[config.mk]
export PLATFORM = sky130hd
export DESIGN_NAME = tennis_point_ctrl
export DESIGN_NICKNAME = d
export VERILOG_FILES = /design/src/rtl/tennis_pkg.sv /design/src/rtl/tennis_step_gen.sv /design/src/rtl/tennis_point_ctrl.sv
export SDC_FILE = /design/constraint.sdc
export NUM_CORES = 1
export LEC_CHECK = 0
export CORE_UTILIZATION = 47
export CTS_CLUSTER_DIAMETER = 40
export DETAILED_ROUTE_END_ITERATION = 12
export HOLD_SLACK_MARGIN = 0.12
export PLACE_DENSITY_LB_ADDON = 0.12
export SYNTH_ARGS = -nofsm -noshare
export SYNTH_HDL_FRONTEND = slang
export SYNTH_SLANG_ARGS = --single-unit
[constraint.sdc]
create_clock -name clk -period 2.4 [get_ports clk]
set_input_delay 0.72 -clock clk [delete_from_list [all_inputs] [get_ports clk]]
set_output_delay 0.72 -clock clk [all_outputs]
set_load 0.05 [all_outputs]
[src/rtl/tennis_pkg.sv]
// tennis_pkg: shared FSM state encoding, player encoding and default parameters for the tennis point controller
package tennis_pkg;
  typedef enum logic [2:0] {
    S_SERVE    = 3'd0,
    S_RALLY    = 3'd1,
    S_POINT    = 3'd2,
    S_GAMEOVER = 3'd3
  } state_t;
  localparam logic P1 = 1'b0;
  localparam logic P2 = 1'b1;
  localparam int DEF_NUM_POS    = 16;
  localparam int DEF_WIN_SCORE  = 7;
  localparam int DEF_HIT_WIN    = 2;
  localparam int DEF_HOLD_TICKS = 8;
endpackage

[src/rtl/tennis_step_gen.sv]
// tennis_step_gen: turns tick into the ball step strobe, optionally prescaled (macro TENNIS_SPEEDUP_EN)
// Ports: clk/reset (sync, active-high); tick: step strobe in; active: rally in progress;
//        ret: successful return this cycle; step: ball should advance this cycle.
// With TENNIS_SPEEDUP_EN the period starts at 4 ticks per serve and shrinks by one per return down to 1.
module tennis_step_gen (
  input  logic clk,
  input  logic reset,
  input  logic tick,
  input  logic active,
  input  logic ret,
  output logic step
);
`ifdef TENNIS_SPEEDUP_EN
  logic [2:0] n, cnt;
  // >= rather than == so a period shrink below the running count fires on the next tick
  assign step = tick && active && (cnt >= n - 3'd1);
  always_ff @(posedge clk) begin
    if (reset || !active) begin
      n   <= 3'd4;
      cnt <= 3'd0;
    end else begin
      if (tick) cnt <= step ? 3'd0 : cnt + 3'd1;
      if (ret && n > 3'd1) n <= n - 3'd1;
    end
  end
`else
  logic unused_sig;
  assign unused_sig = ^{clk, reset, active, ret};
  assign step = tick;
`endif
endmodule

[src/rtl/tennis_point_ctrl.sv]
// tennis_point_ctrl: two-player LED tennis point controller (serve, rally, scoring, game over)
// Ports: clk, reset (sync, active-high); tick: step strobe; p1_hit/p2_hit: press pulses;
//        ball_pos/ball_dir: ball index and direction (1 = toward P2); p1_score/p2_score;
//        server (0 = P1); state: encoded FSM state; point_pulse: one cycle per point;
//        game_over/winner. Optional macro TENNIS_SPEEDUP_EN enables the rally speed-up in tennis_step_gen.
module tennis_point_ctrl
  import tennis_pkg::*;
#(
  parameter int NUM_POS    = DEF_NUM_POS,
  parameter int WIN_SCORE  = DEF_WIN_SCORE,
  parameter int HIT_WIN    = DEF_HIT_WIN,
  parameter int HOLD_TICKS = DEF_HOLD_TICKS
) (
  input  logic       clk,
  input  logic       reset,
  input  logic       tick,
  input  logic       p1_hit,
  input  logic       p2_hit,
  output logic [3:0] ball_pos,
  output logic       ball_dir,
  output logic [3:0] p1_score,
  output logic [3:0] p2_score,
  output logic       server,
  output logic [2:0] state,
  output logic       point_pulse,
  output logic       game_over,
  output logic       winner
);
  localparam logic [3:0] LAST = 4'(NUM_POS - 1);
  localparam int HW = $clog2(HOLD_TICKS + 1);
  state_t st;
  logic [HW-1:0] hold_cnt;
  logic step, rally, rx_hit, in_win, at_end, ret, early, miss, nd, pt_win;
  logic [3:0] new_score;
  assign state = st;
  assign rally = st == S_RALLY;
  // ball_dir names the receiving player directly (0 = P1, 1 = P2)
  assign rx_hit = ball_dir ? p2_hit : p1_hit;
  assign in_win = ball_dir ? (ball_pos >= 4'(NUM_POS - HIT_WIN)) : (ball_pos < 4'(HIT_WIN));
  assign at_end = ball_pos == (ball_dir ? LAST : 4'd0);
  assign ret = rx_hit && in_win;
  assign early = rx_hit && !in_win;
  assign miss = step && at_end && !rx_hit;
  // a coincident tick steps in the post-hit direction
  assign nd = ret ? ~ball_dir : ball_dir;
  assign pt_win = ~ball_dir;
  assign new_score = (pt_win ? p2_score : p1_score) + 4'd1;
  tennis_step_gen u_step (
    .clk    (clk),
    .reset  (reset),
    .tick   (tick),
    .active (rally),
    .ret    (rally && ret),
    .step   (step)
  );
  always_ff @(posedge clk) begin
    if (reset) begin
      st          <= S_SERVE;
      server      <= P1;
      ball_pos    <= 4'd0;
      ball_dir    <= 1'b1;
      p1_score    <= 4'd0;
      p2_score    <= 4'd0;
      point_pulse <= 1'b0;
      game_over   <= 1'b0;
      winner      <= P1;
      hold_cnt    <= '0;
    end else begin
      point_pulse <= 1'b0;
      case (st)
        S_SERVE: if (server ? p2_hit : p1_hit) st <= S_RALLY;
        S_RALLY:
          if (early || miss) begin
            if (pt_win) p2_score <= new_score;
            else p1_score <= new_score;
            point_pulse <= 1'b1;
            hold_cnt    <= '0;
            if (new_score == 4'(WIN_SCORE)) begin
              st        <= S_GAMEOVER;
              game_over <= 1'b1;
              winner    <= pt_win;
            end else st <= S_POINT;
          end else begin
            ball_dir <= nd;
            if (step) ball_pos <= nd ? ball_pos + 4'd1 : ball_pos - 4'd1;
          end
        S_POINT:
          if (tick) begin
            if (hold_cnt == HW'(HOLD_TICKS - 1)) begin
              st       <= S_SERVE;
              server   <= ~server;
              ball_pos <= server ? 4'd0 : LAST;
              ball_dir <= server;
              hold_cnt <= '0;
            end else hold_cnt <= hold_cnt + 1'b1;
          end
        default: ;
      endcase
    end
  end
endmodule

Yosys cells after proc, flatten, opt, wreduce, memory -nomap -nowiden
Index checks and enable logic that the tools add are counted.
{"block": "word_totals", "word_cells": 77, "inputBits": 5, "regBits": 24}
{"block": "op_classes", "n_reduce_logical": 19, "order_cmp": 2, "n_eq_ne": 11, "n_mux": 28, "bitwise": 3, "add_sub_neg": 4}
{"op": "two-way mux 4 bit", "n": 11}
{"op": "one-hot mux 4 bit (2 select lines)", "n": 2}
{"op": "AND reduction 3 bit", "n": 5}
{"op": "adder 4 x 1 -> 4 bit (second input constant)", "n": 3}
{"op": "two-way mux 3 bit", "n": 4}
{"op": "!= test 2 bit (second input constant)", "n": 5}
{"op": "AND reduction 5 bit", "n": 2}
{"op": "two-way mux 1 bit", "n": 9}
{"op": "one-hot mux 3 bit (3 select lines)", "n": 1}
{"op": "== test 4 x 3 -> 1 bit (second input constant)", "n": 2}
{"op": "== test 4 bit", "n": 1}
{"op": ">= comparator 4 bit (second input constant)", "n": 1}
{"op": "logical AND 1 bit", "n": 4}
{"op": "< comparator 4 x 2 -> 1 bit (second input constant)", "n": 1}
{"op": "AND reduction 4 bit", "n": 1}
{"op": "subtractor 4 x 1 -> 4 bit (second input constant)", "n": 1}
{"op": "== test 3 x 1 -> 1 bit (second input constant)", "n": 1}
{"op": "== test 3 x 2 -> 1 bit (second input constant)", "n": 1}
{"op": "logical NOT 3 bit", "n": 1}
{"op": "NOT 1 bit", "n": 3}
{"op": "nonzero test 3 bit", "n": 1}
{"op": "logical NOT 1 bit", "n": 2}
{"op": "!= test 2 x 1 -> 1 bit (second input constant)", "n": 1}
{"op": "one-hot mux 1 bit (2 select lines)", "n": 1}
{"op": "3 further kinds", "n": 3}

Longest topological paths before layout
Gate-level depths: netlist of the first run.
{"block": "depth", "depth_word": 8, "depth_mapped": 9, "ltp_nobuf": 8}

By module
From an unflattened synthesis of the first run, not the netlist that was laid out.
{"block": "unflattened", "hier_cells": 156, "hier_area_um2": 1367.6}
{"module": "tennis_point_ctrl", "cells_each": 155, "n_inst": 1, "area_each_um2": 1360.1}
{"module": "tennis_step_gen", "cells_each": 1, "n_inst": 1, "area_each_um2": 7.5}

Least setup slack after synthesis of the first run
Ideal clock, no wire load.
{"block": "synth_timing", "kind": "register -> register", "from": "register ball_dir", "to": "register winner", "slack_ns": -0.248, "path_stages_with_launch": 9, "required_ns": 2.277, "setup_time_ns": 0.123, "period_less_slack_ns": 2.648, "arrival_time_ns": 2.525, "path_buffers": 2, "path_cell_list": "dfxtp_1 > buf_2 > buf_4 > mux2_2 > ha_1 > xnor2_1 > nand2_1 > nor3_2 > mux2_1"}
{"block": "synth_between", "elab_chain_cells": 6, "elab_cells_between_ends": 15, "cone_classes": "add/sub (1); eq/ne (2); mux (4); bitwise (1); reduce/logical (7)"}
{"element": "start, declared", "line": "tennis_point_ctrl.sv:20", "text": "output logic ball_dir,"}
{"element": "start signal, assigned", "line": "tennis_point_ctrl.sv:84", "text": "ball_dir <= nd;"}
{"element": "start signal, assigned", "line": "tennis_point_ctrl.sv:93", "text": "ball_dir <= server;"}
{"element": "parallel branches: the longest is 6 deep, another holds adder 4 x 1 -> 4 bit"}
{"element": "end signal, assigned", "line": "tennis_point_ctrl.sv:81", "text": "winner <= pt_win;"}
{"element": "end, declared", "line": "tennis_point_ctrl.sv:27", "text": "output logic winner"}
Several ways; the timed one is not identified.
A chain may end at the register's enable or synchronous reset.

Final worst setup path of the first run
{"block": "layout_timing", "from": "input port tick", "to": "register p2_score[3]"}
{"block": "layout_between", "elab_chain_cells": 4}
{"element": "start, declared", "line": "tennis_point_ctrl.sv:16", "text": "input logic tick,"}
{"element": "logical AND 1 bit (2 in a row)", "line": "tennis_point_ctrl.sv:43", "text": "assign miss = step && at_end && !rx_hit;"}
{"element": "logical OR 1 bit", "line": "tennis_point_ctrl.sv:73", "text": "if (early || miss) begin"}
{"element": "AND reduction 3 bit (no source line)"}
{"element": "end signal, assigned", "line": "tennis_point_ctrl.sv:74", "text": "if (pt_win) p2_score <= new_score;"}
{"element": "end, declared", "line": "tennis_point_ctrl.sv:22", "text": "output logic [3:0] p2_score,"}
No other way between the ends.

==> flow_summary.yaml, run 1 <==
clock_network:
  clock-sinks: 23
  clkLatencyLatePin_ps: 320
  hold_buffers: 0
  cts_tree: "yes"
  cts_max_level: 1
  cts_buffer_depth: 2
  cts_buffers: 3
  root_buffer: "clkbuf_4"
  clk_pin_slew_worst_paths_ps: 130
placement:
  post_dp_cell_area_um2: 1760
  place_congestion: 0.853
  portBuffers: 23
  dp_hpwl_mm: 2.56
  place_ws_ps: -522
worst_setup_path:
  crit_start: "tick"
  crit_fanout: 6
  worstPathArrival_ps: 2570
  worstReg2RegStart: "ball_dir$_SDFFE_PP1P_"
  rrSetupSlack_ps: 180
  r2r-end: "winner$_SDFFE_PP0P_"
  crit_path_end_kind: "flip-flop"
  crit_type: "in -> reg"
  cp-start-kind: "input pin"
  required_ps: 2620
  r2r_cells: 7
timing:
  fin_crit_sh_pct: 98.0
  fmax_mhz: 425
  slew_headroom_pct: 64.4
  timing.hold.ws_ps: 482
  report.final.setup_viol: 0
  finClkSkew_ps: 11.1
  final_hold_viol_count: 0
  tns_ps: 0
  rsz0062_at_grt: "yes"
  fin_crit_ps: 2350
  slew_violations: 0
  worst_pin_slew_ps: 533
  finalWorstSetupSlack_ps: 48.2
power:
  internal_power_w: 0.000525
  pwr-share-seq_pct: 53.1
  power.leakage_nw: 0.794
  p_sw_share_pct: 32.1
  p_switching_w: 0.000248
  power_density_nw_per_um2: 424
  vdd_drop_max_v: 0.000263
  combPwrFrac_pct: 22.8
  p_clk_share_pct: 24.1
global_routing:
  grt_usage_pct: 23.2
  grt_first_pass_wirelength_mm: 5.89
  grt_pass1_vias: 1368
  grt_antenna_before_repair: 0
  grt_overflow: 0
  grt_max_degree: 18
layout:
  design_area_um2: 1820
  fin_util_pct: 64.4
  diodes: 0
  layout-drive-gt1-share_pct: 22.8
  fin_nets: 203
  area_growth_pct: 26.7
  fill_cells: 235
detailed_routing:
  drt_drc_violations_left: 2
  dr.pass1.iters: 8
  num_vias: 1322
  ant_nets: 0
  wl_per_cell_um: 15.1
  drt-total-wl_mm: 3.39
  vias_per_cell: 5.90
  first_iter_violations: 71
floorplan:
  start_util_pct: 50.9
  ios: 25
  rows: 19
  dieHeight_um: 57.3
  die_w_um: 57.3
  core_area_um2: 2830
  die_area_um2: 3290
logic_synthesis:
  synth_commonest_cells: "23 x dfxtp_1, 17 x nor2_1, 9 x nand3_1, 8 x a21oi_1"
  synth_area_leader_cell: "dfxtp_1"
  synth.avg_cell_area_um2: 8.94
  synth_edf_count: 0
  syn_nets: 170
  syn_area_um2: 1440
  synth_async_sr_flop_share_pct: 0
  ys_types: 57
  synth_top_family_by_area: "simple AND/OR/NAND/NOR gates"
  yosysSeqAreaShare_pct: 32.0
  synthTopCellsByArea: "dfxtp_1 32%, mux2i_1 4.9%, nor2_1 4.4%, ha_1 3.5%, nand3_1 3.1%"
  synthAdderAreaFrac_pct: 3.48
  synth.area.mux_share_pct: 6.43
  yosysWarnings: 0
  synth.ff_latch_count: 23
  synthXorXnorAreaFrac_pct: 5.48
  yosys.area_share.simple_pct: 25.4
  synth_ff_type: "dfxtp_1"
  yosysMostFrequentCell: "dfxtp_1"
  syn_inst: 161
  synth_top_area_share_pct: 32.0
  synth_compound_area_share_pct: 22.0
min_path:
  min_path_cells: 1
  hp-start: "game_over$_SDFFE_PP0P_"
  min_path_type: "reg -> reg"
  min_to: "game_over$_SDFFE_PP0P_"
run_status:
  run_status: "finished with violations"
  violations: "DRC"
job:
  maxCapViolCount: 0
## timing repair
action,4_1_cts,5_1_grt
setup buffers,1,0
gates resized for setup,5,6
pin swaps,4,4
endpoints found under the setup margin,1,6
## registers in the layout (all words and copies together) (netlist names)
name	cells
ball_dir	1
ball_pos	4
game_over	1
hold_cnt	4
p1_score	4
p2_score	4
point_pulse	1
server	1
state	2
winner	1
## area by class of cell
class,instances,area [µm²],share of cell area [%]
sequential,23,464,25.5
multi-input combinational,124,932,51.1
timing repair buffer,38,345,18.9
clock buffer,3,22.5,1.24
inverter,4,15.0,0.824
tap,31,38.8,2.13
clock inverter,1,5.00,0.275
## power by group through the flow
| stage | sequential (W) | clock, W | combinational [W] |
|---|---|---|---|
| global placement | 0.000418 | 0 | 0.000170 |
| finish | 0.000411 | 0.000186 | 0.000177 |
| CTS | 0.000410 | 0.000190 | 0.000174 |
| detailed placement | 0.000418 | 0 | 0.000173 |
| floorplan | 0.000444 | 0 | 0.0000895 |
| global route | 0.000413 | 0.000208 | 0.000190 |
## stage by stage
stage                     power [W]  cells
after CTS                  0.000774    224
final                      0.000773    224
after floorplan            0.000534    161
after global placement     0.000588    219
after global routing       0.000810    224
after detailed placement   0.000592    219
## routing by layer
layer / up-vias / wire (µm) / global-route usage, %
met5: - / 0 / 0
met2: 28 / 1740 / 41.2
li1: 664 / - / -
met4: 0 / 21 / 8.71
met1: 626 / 1540 / 27.9
met3: 4 / 94 / 4.08
## worst max-delay path by stage
stage	end	cells after the start
final	p2_score[3]$_SDFFE_PP0P_	6
after detailed placement	ball_pos[2]$_SDFFE_PP0P_	9
after CTS	ball_pos[2]$_SDFFE_PP0P_	9
after global placement	ball_pos[2]$_SDFFE_PP0P_	9
after global routing	ball_pos[2]$_SDFFE_PP0P_	9
after floorplan	winner$_SDFFE_PP0P_	8
## cells in the final DEF (no fill, tap or decap), types with 2 or more instances in the layout
| master | Yosys | layout |
|---|---|---|
| xor2_1 | 4 | 4 |
| xnor2_1 | 5 | 5 |
| inv_1 | 4 | 4 |
| dfxtp_1 | 23 | 20 |
| or4b_4 | 2 | 2 |
| nand3b_1 | 2 | 2 |
| a211oi_1 | 2 | 2 |
| buf_4 | 2 | 17 |
| dlygate4sd2_1 | 0 | 2 |
| nor3_2 | 1 | 2 |
| nand3_1 | 9 | 9 |
| nor3_1 | 6 | 5 |
| nor2b_1 | 3 | 3 |
| dfxtp_2 | 0 | 3 |
| o32a_1 | 2 | 2 |
| clkbuf_4 | 0 | 3 |
| nor2_1 | 17 | 17 |
| nand2b_1 | 2 | 2 |
| ha_1 | 4 | 3 |
| nand2_1 | 7 | 7 |
| o221ai_2 | 1 | 2 |
| a2bb2oi_1 | 2 | 2 |
| dlymetal6s2s_1 | 0 | 4 |
| o21ai_0 | 3 | 3 |
| a21oi_1 | 8 | 8 |
| a31oi_1 | 3 | 3 |
| o211a_1 | 2 | 2 |
| clkdlybuf4s50_1 | 0 | 15 |
| or3_1 | 2 | 2 |
| mux2i_1 | 7 | 7 |
## worst max-delay path: stages
cell	delay [ps]
clkdlybuf4s50_1	480
or4b_4	490
o221a_4	320
nor3_4	260
mux2i_1	250
nor2_1	50
## logic make-up after synthesis
| family | count (synthesis) |
|---|---|
| AO/OA/AOI/OAI | 39 |
| XOR/XNOR | 9 |
| adder cells (fa/ha/maj) | 4 |
| buffers and inverters | 14 |
| flip-flops | 23 |
| multiplexers | 9 |
| other | 1 |
| AND/OR/NAND/NOR | 62 |
(Power assumes the default switching activity.)
==> run 2, diff against run 1 <==
--- a/config.mk
+++ b/config.mk
@@ -7,6 +7,7 @@
 export LEC_CHECK = 0
 export CORE_UTILIZATION = 47
 export CTS_CLUSTER_DIAMETER = 40
+export CTS_CLUSTER_SIZE = 14
 export DETAILED_ROUTE_END_ITERATION = 12
 export HOLD_SLACK_MARGIN = 0.12
 export PLACE_DENSITY_LB_ADDON = 0.12
==> results of run 2 <==
Final layout, timing and power as in run 1 (identical DEF).
==> run 3, diff against run 2 <==
--- a/config.mk
+++ b/config.mk
@@ -5,9 +5,10 @@
 export SDC_FILE = /design/constraint.sdc
 export NUM_CORES = 1
 export LEC_CHECK = 0
-export CORE_UTILIZATION = 47
+export CAP_MARGIN = 20
+export CORE_UTILIZATION = 56
 export CTS_CLUSTER_DIAMETER = 40
-export CTS_CLUSTER_SIZE = 14
+export CTS_CLUSTER_SIZE = 40
 export DETAILED_ROUTE_END_ITERATION = 12
 export HOLD_SLACK_MARGIN = 0.12
 export PLACE_DENSITY_LB_ADDON = 0.12
==> constraint.sdc (replaced) <==
create_clock -name clk -period 2.8 [get_ports clk]
set_input_delay 0.84 -clock clk [delete_from_list [all_inputs] [get_ports clk]]
set_output_delay 0.84 -clock clk [all_outputs]
set_load 0.05 [all_outputs]
==> run 3 against run 2 <==
  * Critical path type is now reg -> out
  * Critical endpoint is now ball_pos[2]
  * Hold slack better by 25 ps
  * Clock-buffer cell count stayed put
  * Critical path depth down 5
  * Flip-flop and latch count stayed put
  * Global-route usage up 3.6 points
  * Die area shrank 16%
  * Final cell count decreased by 1.8%
  * The flow now finishes without violations
  * Non-clock buffer count shrank 3
  * Worst setup slack improved by 110 ps
==> flow_summary.yaml, run 3 (synthesis results as in run 1) <==
power:
  pwr-share-seq_pct: 53.8
  fin_total_pwr_w: 0.000654
  vdd_drop_max_v: 0.000325
  p_clk_share_pct: 23.8
  p_sw_share_pct: 31.6
  combPwrFrac_pct: 22.4
  power.leakage_nw: 0.699
  power_density_nw_per_um2: 369
  p_switching_w: 0.000206
  internal_power_w: 0.000447
job:
  maxCapViolCount: 0
layout:
  layout-drive-gt1-share_pct: 17.4
  layout.cells.most_common_list: "23 x dfxtp_1, 22 x clkdlybuf4s50_1, 17 x nor2_1"
  fin_nets: 200
  final_common_cell: "dfxtp_1"
  fill_cells: 204
  diodes: 0
  area_growth_pct: 23.0
detailed_routing:
  num_vias: 1329
  drt-total-wl_mm: 3.37
  first_iter_violations: 27
  dr.pass1.iters: 4
  drt_drc_violations_left: 0
  ant_nets: 0
  wl_per_cell_um: 15.3
  vias_per_cell: 6.04
global_routing:
  grt_pass1_vias: 1232
  grt_antenna_before_repair: 0
  grt_first_pass_wirelength_mm: 5.53
  grt_usage_pct: 26.8
  grt_max_degree: 20
  grt_overflow: 0
floorplan:
  rows: 18
  core_area_um2: 2450
  ios: 25
  die_w_um: 52.7
  dieHeight_um: 52.7
  start_util_pct: 58.6
  die_area_um2: 2780
worst_setup_path:
  crit_path_end_kind: "output pin"
  cp-start-kind: "flip-flop"
  crit_type: "reg -> out"
  crit_buf_inv: 1
  max_stage_delay_ps: 880
  worstPathArrival_ps: 1800
  worstPathCellList: "clkdlybuf4s50_1"
  crit_fanout: 13
  cp_slowest_cell: "clkdlybuf4s50_1"
  required_ps: 1960
  cp_top_family: "buffers and inverters"
clock_network:
  clk_pin_slew_worst_paths_ps: 130
  postCtsSetupBuffers: 0
  cts_buffer_depth: 2
  cts_max_level: 1
  clkLatencyLatePin_ps: 310
  root_buffer: "clkbuf_4"
  clock-sinks: 23
  cts_buffers: 3
  cts_tree: "yes"
run_status:
  run_status: "finished, final reports clean"
timing:
  worst_pin_slew_ps: 705
  final_hold_viol_count: 0
  finClkSkew_ps: 5.84
  report.final.setup_viol: 0
  fin_crit_sh_pct: 94.4
  slew_headroom_pct: 52.9
  fin_crit_ps: 2640
  slew_violations: 0
  timing.hold.ws_ps: 508
  fmax_mhz: 378
  rsz0062_at_grt: "no"
min_path:
  min_path_type: "reg -> reg"
placement:
  dp_hpwl_mm: 2.56
  place_congestion: 0.856
  portBuffers: 23
[run 3: worst paths after layout]
| check | startpoint | endpoint | slack (ps) | depth (start not counted) |
|---|---|---|---|---|
| worst max register to register | ball_dir$_SDFFE_PP1P_ | winner$_SDFFE_PP0P_ | 400 | 6 |
| worst min register to register | game_over$_SDFFE_PP0P_ | game_over$_SDFFE_PP0P_ | 510 | 1 |
| worst min-delay path | game_over$_SDFFE_PP0P_ | game_over$_SDFFE_PP0P_ | 510 | 1 |
| worst max-delay path | ball_pos[2]$_SDFFE_PP0P_ | ball_pos[2] | 160 | 1 |
[run 3: layout make-up]
class / instances / area, µm² / area share (%)
repair buffers: 35 / 318 / 18.0
flip-flops and latches: 23 / 460 / 26.0
inverters: 4 / 15.0 / 0.848
clock buffers: 3 / 22.5 / 1.27
well taps: 30 / 37.5 / 2.12
multi-input cells: 124 / 912 / 51.5
clock inverters: 1 / 5.00 / 0.283
[run 3: what timing repair did]
| item | in CTS | in global routing |
|---|---|---|
| hold endpoints to repair | 0 | 0 |
| gates resized for setup | 0 | 1 |
| hold buffers | 0 | 0 |
| endpoints found under the setup margin | 0 | 1 |
[run 3: per-layer routing]
metal / routed length [µm] / share of wire, % / track usage [%]
met1: 1570 / 46 / 37.6
met2: 1630 / 48 / 42.8
met3: 150 / 4.5 / 2.61
met4: 24 / 0.71 / 7.89
met5: 0 / 0 / 0
[run 3: through the flow]
stage               setup TNS (ps)  worst slack [ps]  instance area [µm²]  instances  util, %
finish                           0               158                 1770        220     72.1
global route                     0              57.9                 1770        220     72.1
CTS                              0               117                 1770        220     71.9
detailed placement            -254              -212                 1740        216     70.8
global placement             -93.6             -93.6                 1740        216     70.8
floorplan                        0               152                 1440        161        -
[run 3: power by group through the flow]
| stage | Clock (W) | Sequential, W | Combinational, W |
|---|---|---|---|
| floorplan | 0 | 0.000380 | 0.0000767 |
| global placement | 0 | 0.000358 | 0.000142 |
| detailed placement | 0 | 0.000358 | 0.000146 |
| CTS | 0.000160 | 0.000351 | 0.000146 |
| global route | 0.000175 | 0.000354 | 0.000157 |
| finish | 0.000155 | 0.000352 | 0.000146 |
